## src/rtl/ripple_count_capture.sv

```systemverilog
// Settles an asynchronous ripple-counter value into clk, flags wraps/clears and
// hands wrap events over a valid/ready port. Optional SKIP_CHECK_EN adds seq_err.
module ripple_count_capture #(
    parameter int CNT_W    = 4,
    parameter int EVT_W    = 8,
    parameter int STABLE_N = 2
) (
    input  logic             clk,
    input  logic             rst,
    input  logic [CNT_W-1:0] cnt_in,
    output logic [CNT_W-1:0] cnt_q,
    output logic             cnt_vld,
    output logic             wrap_pulse,
    output logic             clr_pulse,
    output logic [EVT_W-1:0] wrap_cnt,
    output logic             evt_valid,
    input  logic             evt_ready,
    output logic [EVT_W-1:0] evt_data,
    output logic             ovf,
    input  logic             clr_ovf,
    output logic             seq_err
);

    localparam int                  STAB_W   = $clog2(STABLE_N + 1);
    localparam logic [STAB_W-1:0]   STAB_MAX = STAB_W'(STABLE_N);
    localparam logic [STAB_W-1:0]   STAB_ACC = STAB_W'(STABLE_N - 1);
    localparam logic [CNT_W-1:0]    CNT_MAX  = '1;

    logic [CNT_W-1:0]  s1_q, s2_q;
    logic [1:0]        prime_q;
    logic [CNT_W-1:0]  cand_q, cand_d;
    logic [STAB_W-1:0] stab_q, stab_d;
    logic [CNT_W-1:0]  val_q, val_d;
    logic              vld_q, vld_d;
    logic              wrap_q, wrap_d;
    logic              clr_q, clr_d;
    logic [EVT_W-1:0]  wcnt_q, wcnt_d;
    logic              evv_q, evv_d;
    logic [EVT_W-1:0]  evd_q, evd_d;
    logic              ovf_q, ovf_d;
    logic              accept, update, is_wrap, ovf_set;

    always_comb begin
        cand_d  = cand_q;
        stab_d  = stab_q;
        val_d   = val_q;
        vld_d   = vld_q;
        wrap_d  = 1'b0;
        clr_d   = 1'b0;
        wcnt_d  = wcnt_q;
        evv_d   = evv_q;
        evd_d   = evd_q;
        ovf_d   = ovf_q;
        accept  = 1'b0;
        is_wrap = 1'b0;
        ovf_set = 1'b0;

        // The sync flops hold reset zeros, not samples, for two edges after
        // reset; the filter only starts counting once s2 carries a real sample.
        if (prime_q[1]) begin
            if (s2_q != cand_q) begin
                cand_d = s2_q;
                stab_d = STAB_W'(1);
            end else begin
                if (stab_q < STAB_MAX) begin
                    stab_d = stab_q + STAB_W'(1);
                end
                accept = (stab_q == STAB_ACC);
            end
        end

        update = accept && (!vld_q || (cand_q != val_q));
        if (update) begin
            val_d = cand_q;
            vld_d = 1'b1;
            if (vld_q && (cand_q == '0)) begin
                if (val_q == CNT_MAX) begin
                    is_wrap = 1'b1;
                end else begin
                    clr_d = 1'b1;
                end
            end
        end

        if (is_wrap) begin
            wrap_d = 1'b1;
            wcnt_d = wcnt_q + EVT_W'(1);
            if (!evv_q || evt_ready) begin
                evv_d = 1'b1;
                evd_d = wcnt_q + EVT_W'(1);
            end else begin
                ovf_set = 1'b1;
            end
        end else if (evv_q && evt_ready) begin
            evv_d = 1'b0;
        end

        if (ovf_set) begin
            ovf_d = 1'b1;
        end else if (clr_ovf) begin
            ovf_d = 1'b0;
        end
    end

    always_ff @(posedge clk) begin
        if (rst) begin
            s1_q    <= '0;
            s2_q    <= '0;
            prime_q <= '0;
            cand_q  <= '0;
            stab_q  <= '0;
            val_q   <= '0;
            vld_q   <= 1'b0;
            wrap_q  <= 1'b0;
            clr_q   <= 1'b0;
            wcnt_q  <= '0;
            evv_q   <= 1'b0;
            evd_q   <= '0;
            ovf_q   <= 1'b0;
        end else begin
            s1_q    <= cnt_in;
            s2_q    <= s1_q;
            prime_q <= {prime_q[0], 1'b1};
            cand_q  <= cand_d;
            stab_q  <= stab_d;
            val_q   <= val_d;
            vld_q   <= vld_d;
            wrap_q  <= wrap_d;
            clr_q   <= clr_d;
            wcnt_q  <= wcnt_d;
            evv_q   <= evv_d;
            evd_q   <= evd_d;
            ovf_q   <= ovf_d;
        end
    end

`ifdef SKIP_CHECK_EN
    logic seq_q, seq_d;

    always_comb begin
        seq_d = seq_q;
        if (update && vld_q && (cand_q != '0) && (cand_q != val_q + CNT_W'(1))) begin
            seq_d = 1'b1;
        end
    end

    always_ff @(posedge clk) begin
        if (rst) begin
            seq_q <= 1'b0;
        end else begin
            seq_q <= seq_d;
        end
    end

    assign seq_err = seq_q;
`else
    assign seq_err = 1'b0;
`endif

    assign cnt_q      = val_q;
    assign cnt_vld    = vld_q;
    assign wrap_pulse = wrap_q;
    assign clr_pulse  = clr_q;
    assign wrap_cnt   = wcnt_q;
    assign evt_valid  = evv_q;
    assign evt_data   = evd_q;
    assign ovf        = ovf_q;

endmodule

```

## config.mk

```make
export PLATFORM = sky130hd
export DESIGN_NAME = ripple_count_capture
export DESIGN_NICKNAME = d
export VERILOG_FILES = /design/src/rtl/ripple_count_capture.sv
export SDC_FILE = /design/constraint.sdc
export NUM_CORES = 1
export LEC_CHECK = 0
export ABC_CLOCK_PERIOD_IN_PS = 2300
export CAP_MARGIN = 10
export CORE_AREA = 2 2 50 99
export CTS_BUF_LIST = sky130_fd_sc_hd__clkbuf_4 sky130_fd_sc_hd__clkbuf_8
export DETAILED_ROUTE_END_ITERATION = 10
export DIE_AREA = 0 0 52 101
export SLEW_MARGIN = 20
export SYNTH_ARGS = -nofsm -noshare
export SYNTH_HDL_FRONTEND = slang
export SYNTH_SLANG_ARGS = --single-unit
```

## constraint.sdc

```tcl
create_clock -name clk -period 2.3 [get_ports clk]
set_clock_uncertainty 0.1 [all_clocks]
set_input_delay 0.345 -clock clk [delete_from_list [all_inputs] [get_ports clk]]
set_output_delay 0.345 -clock clk [all_outputs]
set_load 0.02 [all_outputs]
```

==> metrics.md <==
| Metric | Value |
|---|---|
| Total instance count after detailed placement | `257` |
| Setup repair after global routing missed its margin | `no` |
| Syn nets | `184` |
| Count of different cell masters after synthesis | `39` |
| Destination of the critical timing path | `evt_data[6]$_SDFFE_PP0P_` |
| Count of final max-slew check failures | `0` |
| Max-cap violations | `0` |
| Seq/Total Area, Yosys | `47.4%` |
| Initial cell density of the core | `38.4%` |
| H-tree lvl count | `2` |
| DRT Wirelength | `3220 µm` |
| Setup Buffers After CTS | `0` |
| Antenna violations before repair | `0` |
| Clock tree from TritonCTS | `built` |
| Startpoint of the most critical hold path | `s1_q[0]$_SDFF_PP0_` |
| Cell-by-cell listing of the critical path | `and4_1 -> nand4b_1 -> a2111oi_4 -> buf_4 -> a21oi_1 -> a311oi_1` |
| Final setup fails | `0` |
| Run status | `finished clean` |
| Number of sinks driven by the clock tree | `41` |
| Post-layout instance count excluding filler cells | `265` |
| 1st-iter DRT viols | `23` |
| Final count of hold timing violations | `0` |
| Top achievable clock speed | `0.484 GHz` |
| Total routing resource utilization after global routing | `13.3%` |
| Net total in the final layout | `219` |
| Cells taking the most area after synthesis | `dfxtp_1 (47%), xnor2_1 (5.6%), mux2i_1 (5.2%), nor2_1 (4.1%), a21oi_1 (4.0%)` |
| Required time of the critical path | `2.39 ns` |
| Vias per inst | `4.97` |
| Post-synthesis instance total | `174` |
| Routed length per placed instance | `12.2 µm` |
| Startpoint of the most critical setup path | `cnt_q[1]$_SDFFE_PP0P_` |
| Register clock-pin slew on the reported worst setup and hold paths | `0.07 ns` |
| Top cells by instance count after synthesis | `dfxtp_1 (41), nor2_1 (19), a21oi_1 (14), nor2b_1 (11), xnor2_1 (11)` |
| Maximum vdd drop | `442 µV` |
| Fraction of layout cells with a size suffix above 1 | `11.9%` |
| Setup slack of the most critical reg-to-reg path | `0.23 ns` |
| Worst slack, placed | `0.277 ns` |
| Final Critical Period | `2.07 ns` |
| Detailed-placement wirelength estimate | `2280 µm` |
| Detailed-route DRC error count | `0` |
| Period utilisation layout | `89.8%` |
| Critical path arrival | `2.16 ns` |
| Number of cell instances on the worst register-to-register path | `6` |
| Number of synthesized register bits | `41` |
| Warnings, synthesis | `0` |
| Count of vias placed by the detailed router | `1318` |
| Average cell area after synthesis | `9.95 µm²` |
| Fillers | `447` |
| FF+latch area | `821 µm²` |
| Capture point of the worst reg-to-reg path | `evt_data[6]$_SDFFE_PP0P_` |
| Die Outline Area | `5250 µm²` |
| Start of the worst register-to-register path | `cnt_q[1]$_SDFFE_PP0P_` |
| Antenna Cells | `0` |
| Top cell type by total area after synthesis | `dfxtp_1` |
| CP max-delay cell | `dfxtp_1` |
| Critical Path Fanout Max | `16` |
| Ys async rst share | `0%` |
| Maximum number of pins on one net before global-route repair | `19` |
| Via count of the first global-routing pass | `1208` |
| IO Port Bufs | `32` |
| Worst setup SP type | `flip-flop` |
| Setup WS post-layout | `0.235 ns` |
| Core area | `4510 µm²` |
| Multi-input combinational cell area | `845 µm²` |
| Most instantiated flip-flop cell in the synthesis netlist | `dfxtp_1` |
| Post-route setup TNS | `0 ns` |
| CTS Root Cell | `clkbuf_8` |
| RePlAce Congestion | `0.753` |
| Pre-Repair DR Iteration Count | `4` |
| Die outline height | `101 µm` |
| Largest stage delay on the critical path | `0.39 ns` |
| Routed Antenna Nets | `0` |
| Grt ovf | `0` |
| Total clock buffers created by CTS | `5` |
| Hold Path Class | `flip-flop to flip-flop` |
| Top-Level Pins | `34` |
| Total of cells resized after clock tree synthesis | `0` |
| Power per unit of standard cell area | `584 nW/µm²` |
| Post-synth EDFFs | `0` |
| Row count | `35` |
| Most common cell in the synthesized netlist | `dfxtp_1` |
| Area share of the largest cell type after synthesis | `47.4%` |
| Clock latency on the worst-skew pair | `0.29 ns` |
| Die extent in x | `52 µm` |
| Bufs on Longest Clock Path | `2` |
| Critical path class | `flip-flop to flip-flop` |
| Number of buffers inserted by hold repair at cts | `0` |
| Synthesis-to-layout area growth | `26.7%` |
| Area of the mapped netlist | `1730 µm²` |
| Leakage | `0.810 nW` |
| First-pass GRT wire length | `5440 µm` |
| Critical Path Sink Type | `flip-flop` |
[routing by layer]
layer  vias to the layer above  share of wire (%)  track usage, %
li1                        682                  -               -
met1                       595                 49            17.8
met2                        34                 45            20.4
met3                         7                4.2            3.12
met4                         0                1.8            5.47
met5                         -                  0               0
[flip-flops by register name (all words and copies together) (netlist names)]
name,flops
cand_q,4
clr_pulse,1
cnt_q,4
cnt_vld,1
evt_data,8
evt_valid,1
ovf,1
prime_q,2
s1_q,4
s2_q,4
stab_q,2
wrap_cnt,8
wrap_pulse,1
[layout make-up]
class	count	area share, %
repair buffers	37	16.3
multi-input cells	121	38.5
well taps	55	3.14
flip-flops and latches	41	37.4
clock buffers	8	4.16
inverters	3	0.513
[layout by cell type (no fill, tap or decap), types with 2 or more instances in the layout]
cell type        netlist  layout
a21oi_1               14      14
clkbuf_4               0       3
nand2_1                8       8
ha_1                   2       2
nor3_2                 2       2
dfxtp_1               41      41
o211ai_1               2       2
inv_1                  2       2
and3_1                 4       4
nand2b_1               2       2
nor2_1                19      19
a311oi_1               6       6
mux2i_1                9       9
nor3_1                 3       3
clkdlybuf4s50_1        0      32
xnor2_1               11      11
buf_4                  1       5
nand3_1                3       3
a31o_2                 5       5
nor2b_1               11      11
clkbuf_8               0       5
xor2_1                 4       4
[worst min-delay path by stage]
stage,to,cells past startpoint
after global routing,s2_q[0]$_SDFF_PP0_,1
after detailed placement,s2_q[1]$_SDFF_PP0_,1
after global placement,s2_q[2]$_SDFF_PP0_,1
final,s2_q[0]$_SDFF_PP0_,1
after CTS,s2_q[0]$_SDFF_PP0_,1
after floorplan,prime_q[1]$_SDFF_PP0_,1
[stage by stage]
step                      hold slack [ns]  utilization (%)  cell area (µm²)  power (mW)
after floorplan                     0.314                -             1730       0.799
after global placement              0.322             46.6             2100       0.821
after detailed placement            0.324             46.6             2100       0.822
after CTS                           0.346             48.7             2190        1.30
after global routing                0.362             48.7             2190        1.33
final                               0.340             48.7             2190        1.28
[logic make-up after synthesis]
family | share of synthesized area, %
DFF | 47.4
other | 0.217
xor gates and xnor gates | 7.59
adders and majority gates | 1.44
AOI/OAI and AO/OA | 14.8
and+or+nand+nor | 19.5
muxes | 5.20
buffers and inverters | 3.83
[power breakdown]
part / switching, mW / internal, mW / total (mW)
combinational: 0.0401 / 0.0348 / 0.0748
clock: 0.225 / 0.251 / 0.476
sequential: 0.00824 / 0.722 / 0.730
total: 0.274 / 1.01 / 1.28
[worst max-delay path, delay by kind of cell (launching register included)]
family	cells	cell delay (ns)
AOI/OAI and AO/OA	3	0.70
and+or+nand+nor	2	0.51
DFF	1	0.39
buffers and inverters	1	0.27
Note: power is estimated with default switching activity, not from simulation.
